[src/rtl/game_pkg.sv]
// Shared constants, state encoding and X-position folding for the meteor spawner.
package game_pkg;

    localparam int SCREEN_W    = 640;
    localparam int METEOR_W    = 32;
    localparam int MAX_METEORS = 8;
    localparam int X_MAX       = SCREEN_W - METEOR_W;   // 608: rightmost legal left edge

    typedef enum logic [2:0] {
        ST_IDLE   = 3'd0,
        ST_WAIT   = 3'd1,
        ST_PICK_X = 3'd2,
        ST_PICK_S = 3'd3,
        ST_OFFER  = 3'd4
    } spawner_state_t;

    // Map a raw random value onto the playfield. Values past X_MAX are
    // shifted down rather than clamped so the far edge is not over-weighted.
    function automatic logic [9:0] fold_x(input logic [15:0] raw);
        return (raw <= 16'(X_MAX)) ? 10'(raw) : 10'(raw - 16'(X_MAX) - 16'd1);
    endfunction

endpackage

[src/rtl/meteor_spawner.sv]
// Turns frame ticks and the free-running LFSR stream into meteor spawn
// requests on a valid/ready handshake, tracking live meteors against capacity
// and shortening the spawn interval every eighth accepted spawn.
module meteor_spawner
    import game_pkg::*;
#(
    parameter int RAND_W       = 10,
    parameter int SPAWN_PERIOD = 60,
    parameter int MIN_PERIOD   = 12
) (
    input  logic              clk,
    input  logic              reset,
    input  logic              enable,
    input  logic              frame_tick,
    input  logic [RAND_W-1:0] rand_in,
    output logic              spawn_valid,
    input  logic              spawn_ready,
    output logic [9:0]        spawn_x,
    output logic [2:0]        spawn_speed,
    input  logic              retire,
    output logic [3:0]        active_count,
    output logic [7:0]        period
);

    spawner_state_t r_state;
    spawner_state_t w_state_next;

    logic [7:0] r_timer;
    logic [7:0] r_period;
    logic [2:0] r_spawn_count;
    logic [3:0] r_active;
    logic [9:0] r_x;
    logic [2:0] r_speed;
    logic       r_valid;

    logic       w_expired;
    logic       w_has_room;
    logic       w_accept;
    logic       w_retire_ok;
    logic       w_load_x;
    logic       w_load_s;
    logic [7:0] w_period_upd;

    // Timer runs out either on the tick that takes it from 1 to 0 or when it already sits at 0
    assign w_expired  = (r_timer == 8'd0) || (frame_tick && (r_timer == 8'd1));
    assign w_has_room = (r_active < 4'(MAX_METEORS));

    // State register
    always_ff @(posedge clk) begin
        if (reset) begin
            r_state <= ST_IDLE;
        end else begin
            r_state <= w_state_next;
        end
    end

    // Next-state logic; dropping enable wins from every state
    always_comb begin
        w_state_next = r_state;
        if (!enable) begin
            w_state_next = ST_IDLE;
        end else begin
            case (r_state)
                ST_IDLE:   w_state_next = ST_WAIT;
                ST_WAIT:   if (w_expired && w_has_room) w_state_next = ST_PICK_X;
                ST_PICK_X: w_state_next = ST_PICK_S;
                ST_PICK_S: w_state_next = ST_OFFER;
                ST_OFFER:  if (spawn_ready) w_state_next = ST_WAIT;
                default:   w_state_next = ST_IDLE;
            endcase
        end
    end

    // Per-state control strobes and the post-accept period value.
    // A transfer is honoured whenever valid and ready meet on an edge, even if
    // enable falls on that same edge, since the table has already taken it.
    always_comb begin
        w_accept     = (r_state == ST_OFFER) && spawn_ready;
        w_retire_ok  = retire && (r_active != 4'd0);
        w_load_x     = (r_state == ST_PICK_X) && enable;
        w_load_s     = (r_state == ST_PICK_S) && enable;
        w_period_upd = r_period;
        if (r_spawn_count == 3'd7) begin
            if ({1'b0, r_period} >= 9'(MIN_PERIOD + 4)) begin
                w_period_upd = r_period - 8'd4;
            end else begin
                w_period_upd = 8'(MIN_PERIOD);
            end
        end
    end

    // Datapath: timer, captured spawn parameters, counters and registered valid
    always_ff @(posedge clk) begin
        if (reset) begin
            r_timer       <= 8'd0;
            r_period      <= 8'(SPAWN_PERIOD);
            r_spawn_count <= 3'd0;
            r_active      <= 4'd0;
            r_x           <= 10'd0;
            r_speed       <= 3'd0;
            r_valid       <= 1'b0;
        end else begin
            r_valid <= (w_state_next == ST_OFFER);

            if ((r_state == ST_IDLE) && enable) begin
                r_timer <= r_period;
            end else if (w_accept) begin
                r_timer <= w_period_upd;
            end else if ((r_state == ST_WAIT) && frame_tick && (r_timer != 8'd0)) begin
                r_timer <= r_timer - 8'd1;
            end

            if (w_load_x) begin
                r_x <= fold_x(16'(rand_in));
            end
            if (w_load_s) begin
                r_speed <= {1'b0, rand_in[2:1]} + 3'd1;
            end

            if (w_accept) begin
                r_spawn_count <= r_spawn_count + 3'd1;
                r_period      <= w_period_upd;
            end

            // An accept and a retire on the same edge cancel out
            case ({w_accept, w_retire_ok})
                2'b10:   r_active <= r_active + 4'd1;
                2'b01:   r_active <= r_active - 4'd1;
                default: r_active <= r_active;
            endcase
        end
    end

    assign spawn_valid  = r_valid;
    assign spawn_x      = r_x;
    assign spawn_speed  = r_speed;
    assign active_count = r_active;
    assign period       = r_period;

endmodule

[config.mk]
export PLATFORM = sky130hd
export DESIGN_NAME = meteor_spawner
export DESIGN_NICKNAME = d
export VERILOG_FILES = /design/src/rtl/game_pkg.sv /design/src/rtl/meteor_spawner.sv
export SDC_FILE = /design/constraint.sdc
export NUM_CORES = 1
export LEC_CHECK = 0
export ABC_AREA = 1
export CORE_ASPECT_RATIO = 0.5
export CORE_MARGIN = 5
export CORE_UTILIZATION = 44
export DETAILED_ROUTE_END_ITERATION = 8
export HOLD_SLACK_MARGIN = 0.06
export PLACE_DENSITY_LB_ADDON = 0.2
export SLEW_MARGIN = 5
export SYNTH_ARGS = -nofsm -noshare
export SYNTH_HDL_FRONTEND = slang
export SYNTH_SLANG_ARGS = --single-unit
[constraint.sdc]
create_clock -name clk -period 2.4 [get_ports clk]
set_input_delay 0.48 -clock clk [delete_from_list [all_inputs] [get_ports clk]]
set_output_delay 0.48 -clock clk [all_outputs]
set_load 0.01 [all_outputs]
==> impl_metrics.toml, run 1 <==
[floorplanning]
die_area_mm2 = 0.00745
die_height_um = 63.6
core_area_mm2 = 0.00552
std_cell_rows = 19
top_level_ports = 42
initial_utilization_pct = 45.8
chipWidth_um = 117

[critical_path]
critical_path_required_ns = 2.62
critPathKind = "primary input to flip-flop"
critical_path.endpoint_type = "flip-flop"
worst_r2r_startpoint = "active_count[1]"
critical_path.startpoint_type = "primary input"
worst-endpoint-arrival_ns = 2.41
cp_max_fo = 5
startpoint = "spawn_ready"

[clock_network]
cts_hold_buffers = 0
htree_levels = 2
cts.path.max_buffers = 2
cts_tree = "done"
worstSkewPairLatency_ns = 0.28
post_cts.resized_instances = 0
cts-buffers-inserted = 5
root_buffer = "clkbuf_16"
clkSlewWorstSetupHoldPaths_ns = 0.06
number_of_setup_buffers_added_after_cts = 0
clock-sinks = 40

[global_routing]
grt_antenna_before_repair = 0
grtUsageTotal_pct = 16.3
global_route.overflow_total = 0
grt_first_pass_wirelength_um = 9980
grt_pass1_vias = 2353
grt_start_max_net_pins = 27

[detailed_routing]
drt.antenna.violating_nets = 0
post_drt_via_cell_ratio = 5.00
routed_wire_length_per_instance_um = 11.6
route.vias.total = 2456
drt-pass1-iter-count = 4
first_iter_violations = 97
wirelength_um = 5700
drcViolationCount = 0

[timing]
period_share_pct = 91.3
total_negative_setup_slacks_ns = 0
post-route-min-period_ns = 2.19
max_freq_mhz = 456
final-hold-violation-count = 0
worst_clock_skew_ns = 0.00358
worst_slew_margin_rel_pct = 68.9
rsz_0062_raised_after_global_routing = "no"
final_max_slew_viol_count = 0
finalSetupViolCount = 0
timing_worst_slew_pin_value_ns = 0.463

[flow_run]
maxCapViolCount = 0

[placed_design]
placed_area_mm2 = 0.00301
globalplace.congestion = 0.879
hpwl_um = 4330
place.port_buffers = 41

[finish]
drive_gt1_share_pct = 8.61
final_cell_area_mm2 = 0.00315
antenna_cells = 0
utilization_pct = 57.2
post_synthesis_to_final_layout_area_growth_pct = 24.9
nets = 448

[synthesis]
synth_top_area_share_pct = 31.7
yosys-top-cells-area = "dfxtp_1 32%, nand2_1 15%, ha_1 6.9%, inv_1 6.5%, nand3_1 6.1%"
synth-async-reset-ratio_pct = 0
synthFlopType = "dfxtp_1"
number_of_instances_in_the_synthesized_netlist = 374
synth.avg_cell_area_um2 = 6.75
synth.yosys.seq_area_share_pct = 31.7
dominant_cell_by_count_in_the_synthesized_netlist = "nand2_1"
synth.yosys.warnings = 0
synth_edf_count = 0
postSynthRegisterBits = 40
ys_top_cells_by_count = "100 x nand2_1, 44 x inv_1, 40 x dfxtp_1, 37 x nor2_1, 31 x nand3_1"
yosysTopAreaCell = "dfxtp_1"
syn-num-nets = 405
synth_area_mm2 = 0.00252
distinct_cell_type_count_after_synthesis = 36

[hold_path]
hp-class = "flip-flop to flip-flop"
worstHoldStart = "r_spawn_count[0]"

[power_and_ir_drop]
ir_worst_vdd_uv = 344
pwr_density_cell_mw_per_mm2 = 633
power.leakage_nw = 1.45

[status]
status = "completed"
final timing paths:
| path | end | slack [ns] | cells after the start |
|---|---|---|---|
| max | active_count[3] | 0.21 | 11 |
| min | r_spawn_count[0] | 0.46 | 1 |
| max reg2reg | active_count[3] | 0.36 | 12 |
| min reg2reg | r_spawn_count[0] | 0.46 | 1 |
layout make-up:
cell class | count | area [um^2]
well taps | 73 | 91.3
fillers | 547 | 2360
flip-flops and latches | 40 | 801
clock buffers | 8 | 146
multi-input cells | 273 | 1470
repair buffers | 47 | 455
inverters | 50 | 191
kinds of logic (layout without fill, tap and decap cells):
kind of cell               Yosys count  after routing  share of synthesized area, %
adders and majority gates           15             15                          7.73
AOI/OAI and AO/OA                   64             64                          14.9
DFF                                 40             40                          31.7
buffers and inverters               61            105                          10.2
and+or+nand+nor                    185            185                          32.4
xor gates and xnor gates             9              9                          3.12
per-stage QoR:
stage | power (mW) | cells | worst slack [ns] | hold slack (ns)
2_1_floorplan | 1.17 | 374 | 0.433 | 0.429
3_3_place_gp | 1.32 | 483 | 0.0499 | 0.439
3_5_place_dp | 1.34 | 483 | -0.0682 | 0.454
4_1_cts | 2.02 | 491 | 0.218 | 0.463
5_1_grt | 2.13 | 491 | 0.0732 | 0.489
6_report | 2.00 | 491 | 0.208 | 0.462
metal layers:
layer / wire [um] / global-route usage [%] / share of wire (%) / up-vias
li1: - / - / - / 1276
met1: 2530 / 18.7 / 44 / 1132
met2: 2930 / 30.0 / 51 / 41
met3: 203 / 3.54 / 3.6 / 7
met4: 38 / 4.43 / 0.67 / 0
met5: 0 / 0 / 0 / -
power breakdown:
group          internal (mW)  total (mW)  switching (mW)  leakage [nW]
clock network          0.415       0.669           0.254        0.0712
logic                  0.253       0.564           0.311          1.06
registers              0.712       0.764          0.0526         0.325
placed cells by master (no fill, tap or decap), drive strengths merged, types with 9 or more instances in the layout:
cell type | netlist | final
nor2 | 42 | 42
dfxtp | 40 | 40
o21a | 9 | 9
a21oi | 25 | 25
nand2 | 106 | 106
clkdlybuf4s50 | 0 | 41
ha | 14 | 14
o21ai | 25 | 25
inv | 48 | 48
nand3 | 33 | 33
sequential cells by signal, indices dropped and copies added (netlist names):
| name | flops |
|---|---|
| spawn_speed | 3 |
| spawn_x | 10 |
| spawn_valid | 1 |
| r_state | 3 |
| r_timer | 8 |
| r_spawn_count | 3 |
| active_count | 4 |
| period | 8 |
critical path, stage by stage:
cell and delay [ns]:
clkdlybuf4s50_1 0.54, nand3_4 0.09, ha_1 0.26, ha_1 0.34, a21oi_1 0.14, nand2_1 0.09
a21oi_1 0.13, o21ai_0 0.12, nand2_1 0.08, nand2_1 0.04, nor2_1 0.10
Power figures use the tool's default switching activity.
==> inputs of run 2 (changes only) <==
==> constraint.sdc (replaced) <==
create_clock -name clk -period 2.4 [get_ports clk]
set_input_delay 0.36 -clock clk [delete_from_list [all_inputs] [get_ports clk]]
set_output_delay 0.36 -clock clk [all_outputs]
set_load 0.01 [all_outputs]
==> impl_metrics.toml, run 2 (synthesized netlist as in run 1, its figures left out) <==
[clock_network]
htree_levels = 2
cts_tree = "done"
clock-sinks = 40
clkSlewWorstSetupHoldPaths_ns = 0.06
cts.path.max_buffers = 2
cts-buffers-inserted = 5
root_buffer = "clkbuf_16"
number_of_setup_buffers_added_after_cts = 0
cts_hold_buffers = 0
worstSkewPairLatency_ns = 0.28
post_cts.resized_instances = 0

[finish]
nets = 447
non_filler_cells_final = 490
drive_gt1_share_pct = 8.63
final_common_cell = "nand2_1"
layout.cells.most_common_list = "100 x nand2_1, 44 x inv_1, 41 x clkdlybuf4s50_1"
number_of_flip_flops_in_the_largest_register = 10
post_synthesis_to_final_layout_area_growth_pct = 25.3
n_fill_cell = 531
antenna_cells = 0

[critical_path]
worst_r2r_startpoint = "active_count[3]"
critical_path.endpoint_type = "flip-flop"
startpoint = "spawn_ready"
cp_max_fo = 5
worst-endpoint-arrival_ns = 2.31
critPathKind = "primary input to flip-flop"
critical_path.cell_chain = "clkdlybuf4s50_1 -> nand3_4 -> ha_1 -> ha_1 -> a21oi_1 -> nand2_1 -> a21oi_1 -> o21ai_0 -> nand2_1 -> nand2_1 -> nor2_1"
critical_path_required_ns = 2.62
critical-path-top-delay-family = "adder cells"
cpPeakStageDelay_ns = 0.54
worst_path_bufs_invs = 1
critical_path_s_most_frequent_cell = "nand2_1"
critical_path.startpoint_type = "primary input"
reg2reg_depth = 12
path_depth = 11
crit_slowest_cell = "clkdlybuf4s50_1"

[power_and_ir_drop]
power.leakage_nw = 1.46
pwr_density_cell_mw_per_mm2 = 655
ir_worst_vdd_uv = 328

[global_routing]
grtUsageMet3_pct = 3.44
grt_busiest_layer = "met2"
global_route.overflow_total = 0
grt_antenna_before_repair = 0
grt_start_max_net_pins = 27
grt_pass1_vias = 2365
grtUsageTotal_pct = 16.1
grt_util_met2_pct = 29.6
global_route.usage.met1_pct = 19.2
grt_first_pass_wirelength_um = 9940

[hold_path]
hp-class = "flip-flop to flip-flop"
worstHoldStart = "spawn_speed[0]"
hold_path_depth = 2

[timing]
total_negative_setup_slacks_ns = 0
timing_worst_slew_pin_value_ns = 0.466
final-hold-violation-count = 0
final_max_slew_viol_count = 0
period_share_pct = 87.3
worst_clock_skew_ns = 0.00262
max_freq_mhz = 477
worst_slew_margin_rel_pct = 68.7
post-route-min-period_ns = 2.10
finalSetupViolCount = 0
rsz_0062_raised_after_global_routing = "no"

[detailed_routing]
drcViolationCount = 0
routed_wire_length_per_instance_um = 11.5
route.vias.total = 2446
first_iter_violations = 150
post_drt_via_cell_ratio = 4.99
drt.antenna.violating_nets = 0
wirelength_um = 5610
drt-pass1-iter-count = 4

[floorplanning]
die_height_um = 63.6
top_level_ports = 42
chipWidth_um = 117
std_cell_rows = 19
initial_utilization_pct = 45.8
core_area_mm2 = 0.00552
die_area_mm2 = 0.00745

[placed_design]
placed_cells = 482
place.port_buffers = 41
globalplace.congestion = 0.876
hpwl_um = 4240

[flow_run]
maxCapViolCount = 0

[status]
status = "completed"
[run 2: where the power goes]
group | total [mW] | switching [mW] | internal, mW
Combinational | 0.564 | 0.313 | 0.252
Sequential | 0.764 | 0.0525 | 0.712
Clock | 0.743 | 0.254 | 0.489
[run 2: path summary, 6_finish.rpt]
kind / to / slack (ns)
max: active_count[3] / 0.30
min: spawn_speed[0] / 0.46
max reg2reg: active_count[3] / 0.36
min reg2reg: spawn_speed[0] / 0.46
[run 2: area by class of cell]
| cell class | count | area (um^2) | area share [%] |
|---|---|---|---|
| clock inverter | 2 | 35.0 | 1.11 |
| timing repair buffer | 46 | 448 | 14.2 |
| multi-input combinational | 273 | 1470 | 46.4 |
| clock buffer | 6 | 129 | 4.07 |
| tap | 73 | 91.3 | 2.89 |
| sequential | 40 | 801 | 25.3 |
| inverter | 50 | 191 | 6.05 |
[run 2: routing by layer]
layer  wire length, um  up-vias
li1                  -     1279
met1              2570     1122
met2              2840       39
met3               172        6
met4                36        0
met5                 0        -
[run 2: stage by stage]
stage | setup slack, ns | util, % | power [mW] | hold slack, ns | instance area, um^2
finish | 0.304 | 57.4 | 2.07 | 0.458 | 3160
global route | 0.133 | 57.4 | 2.20 | 0.479 | 3160
CTS | 0.317 | 57.4 | 2.09 | 0.460 | 3160
detailed placement | 0.0365 | 54.4 | 1.34 | 0.450 | 3000
global placement | 0.172 | 54.4 | 1.32 | 0.439 | 3000
floorplan | 0.433 | - | 1.17 | 0.429 | 2520
[run 2: worst register-to-register path, stage by stage, from the launching register on]
cell and delay, ns:
dfxtp_1 0.33, inv_1 0.10, nand3_1 0.08, o21a_1 0.17
ha_1 0.23, ha_1 0.34, a21oi_1 0.14, nand2_1 0.08
a21oi_1 0.16, o21ai_0 0.14, nand2_1 0.08, nand2_1 0.04
nor2_1 0.08
==> inputs of run 3 (changes only) <==
PLACE_DENSITY = 0.76   (was unset)
PLACE_DENSITY_LB_ADDON = unset   (was 0.2)
==> impl_metrics.toml, run 3 (synthesized netlist as in run 1, its figures left out) <==
[critical_path]
critical_path_required_ns = 2.57
reg2reg_depth = 11
critical_path.endpoint_type = "flip-flop"
crit_slowest_cell = "clkdlybuf4s50_1"
critical_path.cell_chain = "clkdlybuf4s50_1 -> nand3_4 -> ha_1 -> ha_1 -> a21oi_1 -> nand2_1 -> a21oi_1 -> o21ai_0 -> nor2_1 -> nor2_1"
critical-path-top-delay-family = "adder cells"
worstReg2RegEnd = "active_count[3]"
worst_r2r_startpoint = "active_count[1]"
worst-r2r-setup-slack_ns = 0.37
worst-endpoint-arrival_ns = 2.26
critPathKind = "primary input to flip-flop"
cpPeakStageDelay_ns = 0.53
cp_max_fo = 5
worst_path_bufs_invs = 1
critical_path.startpoint_type = "primary input"

[power_and_ir_drop]
power.leakage_nw = 1.45
ir_worst_vdd_uv = 304
pwr_density_cell_mw_per_mm2 = 639

[clock_network]
htree_levels = 2
clock-sinks = 40
cts_tree = "done"
post_cts.resized_instances = 0
cts_hold_buffers = 0
cts-buffers-inserted = 5
root_buffer = "clkbuf_16"
number_of_setup_buffers_added_after_cts = 0
worstSkewPairLatency_ns = 0.28
clkSlewWorstSetupHoldPaths_ns = 0.06
cts.path.max_buffers = 2

[finish]
drive_gt1_share_pct = 8.65
n_fill_cell = 554
register_area_um2 = 801
number_of_flip_flops_in_the_largest_register = 10
multi_input_combinational_cell_area_mm2 = 0.00147
final_common_cell = "nand2_1"
antenna_cells = 0
layout.cells.most_common_list = "100 x nand2_1, 44 x inv_1, 41 x clkdlybuf4s50_1"
post_synthesis_to_final_layout_area_growth_pct = 24.8
nets = 447

[hold_path]
hold_path_depth = 2
worstHoldStart = "period[0]"
hp-class = "flip-flop to flip-flop"
holdPathEnd = "period[0]"

[floorplanning]
die_height_um = 63.6
initial_utilization_pct = 45.8
chipWidth_um = 117
top_level_ports = 42
die_area_mm2 = 0.00745
std_cell_rows = 19
core_area_mm2 = 0.00552

[placed_design]
globalplace.congestion = 0.821
hpwl_um = 4200
place.port_buffers = 41

[timing]
worst_slew_margin_rel_pct = 64.1
final-hold-violation-count = 0
rsz_0062_raised_after_global_routing = "no"
finalSetupViolCount = 0
worst_clock_skew_ns = 0.00440
period_share_pct = 87.0
whs_ns = 0.459
total_negative_setup_slacks_ns = 0
max_freq_mhz = 479
final_max_slew_viol_count = 0
timing_worst_slew_pin_value_ns = 0.534
post-route-min-period_ns = 2.09

[detailed_routing]
drt.antenna.violating_nets = 0
wirelength_um = 5580
routed_wire_length_per_instance_um = 11.4
first_iter_violations = 159
route.vias.total = 2399
drt-pass1-iter-count = 4
drcViolationCount = 0
post_drt_via_cell_ratio = 4.91

[global_routing]
global_route.overflow_total = 0
grt_start_max_net_pins = 27
grt_antenna_before_repair = 0
grt_first_pass_wirelength_um = 9800
grt_pass1_vias = 2189
grtUsageTotal_pct = 15.9

[status]
status = "completed"

[flow_run]
maxCapViolCount = 0
[run 3: changes by cell type in the layout (fill, tap and decap cells not counted)]
cell and delta:
clkbuf_1 -1, clkbuf_8 +2, bufinv_16 -1, clkinv_2 -1
[run 3: metal layers]
layer	vias to the layer above	GRT usage, %	part of all wire, %
met4	0	4.01	1.2
met3	10	2.77	4.2
met1	1062	20.9	48
met5	-	0	0
met2	53	26.9	46
li1	1274	-	-
[run 3: worst max-delay path by stage]
| stage | startpoint | endpoint | slack (ns) | depth (start not counted) |
|---|---|---|---|---|
| after floorplan | r_state[1] | active_count[3] | 0.43 | 11 |
| after global placement | spawn_ready | active_count[3] | 0.15 | 10 |
| after detailed placement | spawn_ready | active_count[3] | 0.06 | 10 |
| after CTS | spawn_ready | active_count[3] | 0.34 | 10 |
| after global routing | spawn_ready | active_count[3] | 0.13 | 11 |
| final | spawn_ready | active_count[3] | 0.31 | 10 |
[run 3: worst reg2reg max path, stage by stage, from the launching register on]
cell and delay (ns):
dfxtp_1 0.34, inv_1 0.10, nand3_1 0.07, o21a_1 0.17, ha_1 0.23, ha_1 0.34
a21oi_1 0.14, nand2_1 0.08, a21oi_1 0.14, o21ai_0 0.13, nor2_1 0.13, nor2_1 0.06
[run 3: area by class of cell]
class / instances / area share [%]
Tap cell: 73 / 2.90
Multi-Input combinational cell: 273 / 46.6
Timing Repair Buffer: 46 / 14.2
Clock buffer: 7 / 4.84
Sequential cell: 40 / 25.4
Inverter: 50 / 6.07
[run 3: power breakdown]
part / internal, mW / leakage (nW) / switching (mW)
combinational: 0.251 / 1.05 / 0.313
clock: 0.436 / 0.0760 / 0.250
sequential: 0.712 / 0.325 / 0.0526
[run 3: per-stage QoR]
stage / utilization, % / instances / worst slack, ns / area [um^2] / total power [mW]
finish: 57.1 / 489 / 0.311 / 3150 / 2.01
global route: 57.1 / 489 / 0.134 / 3150 / 2.14
CTS: 57.1 / 489 / 0.339 / 3150 / 2.03
detailed placement: 54.4 / 482 / 0.0585 / 3000 / 1.34
global placement: 54.4 / 482 / 0.152 / 3000 / 1.32
floorplan: - / 374 / 0.433 / 2520 / 1.17
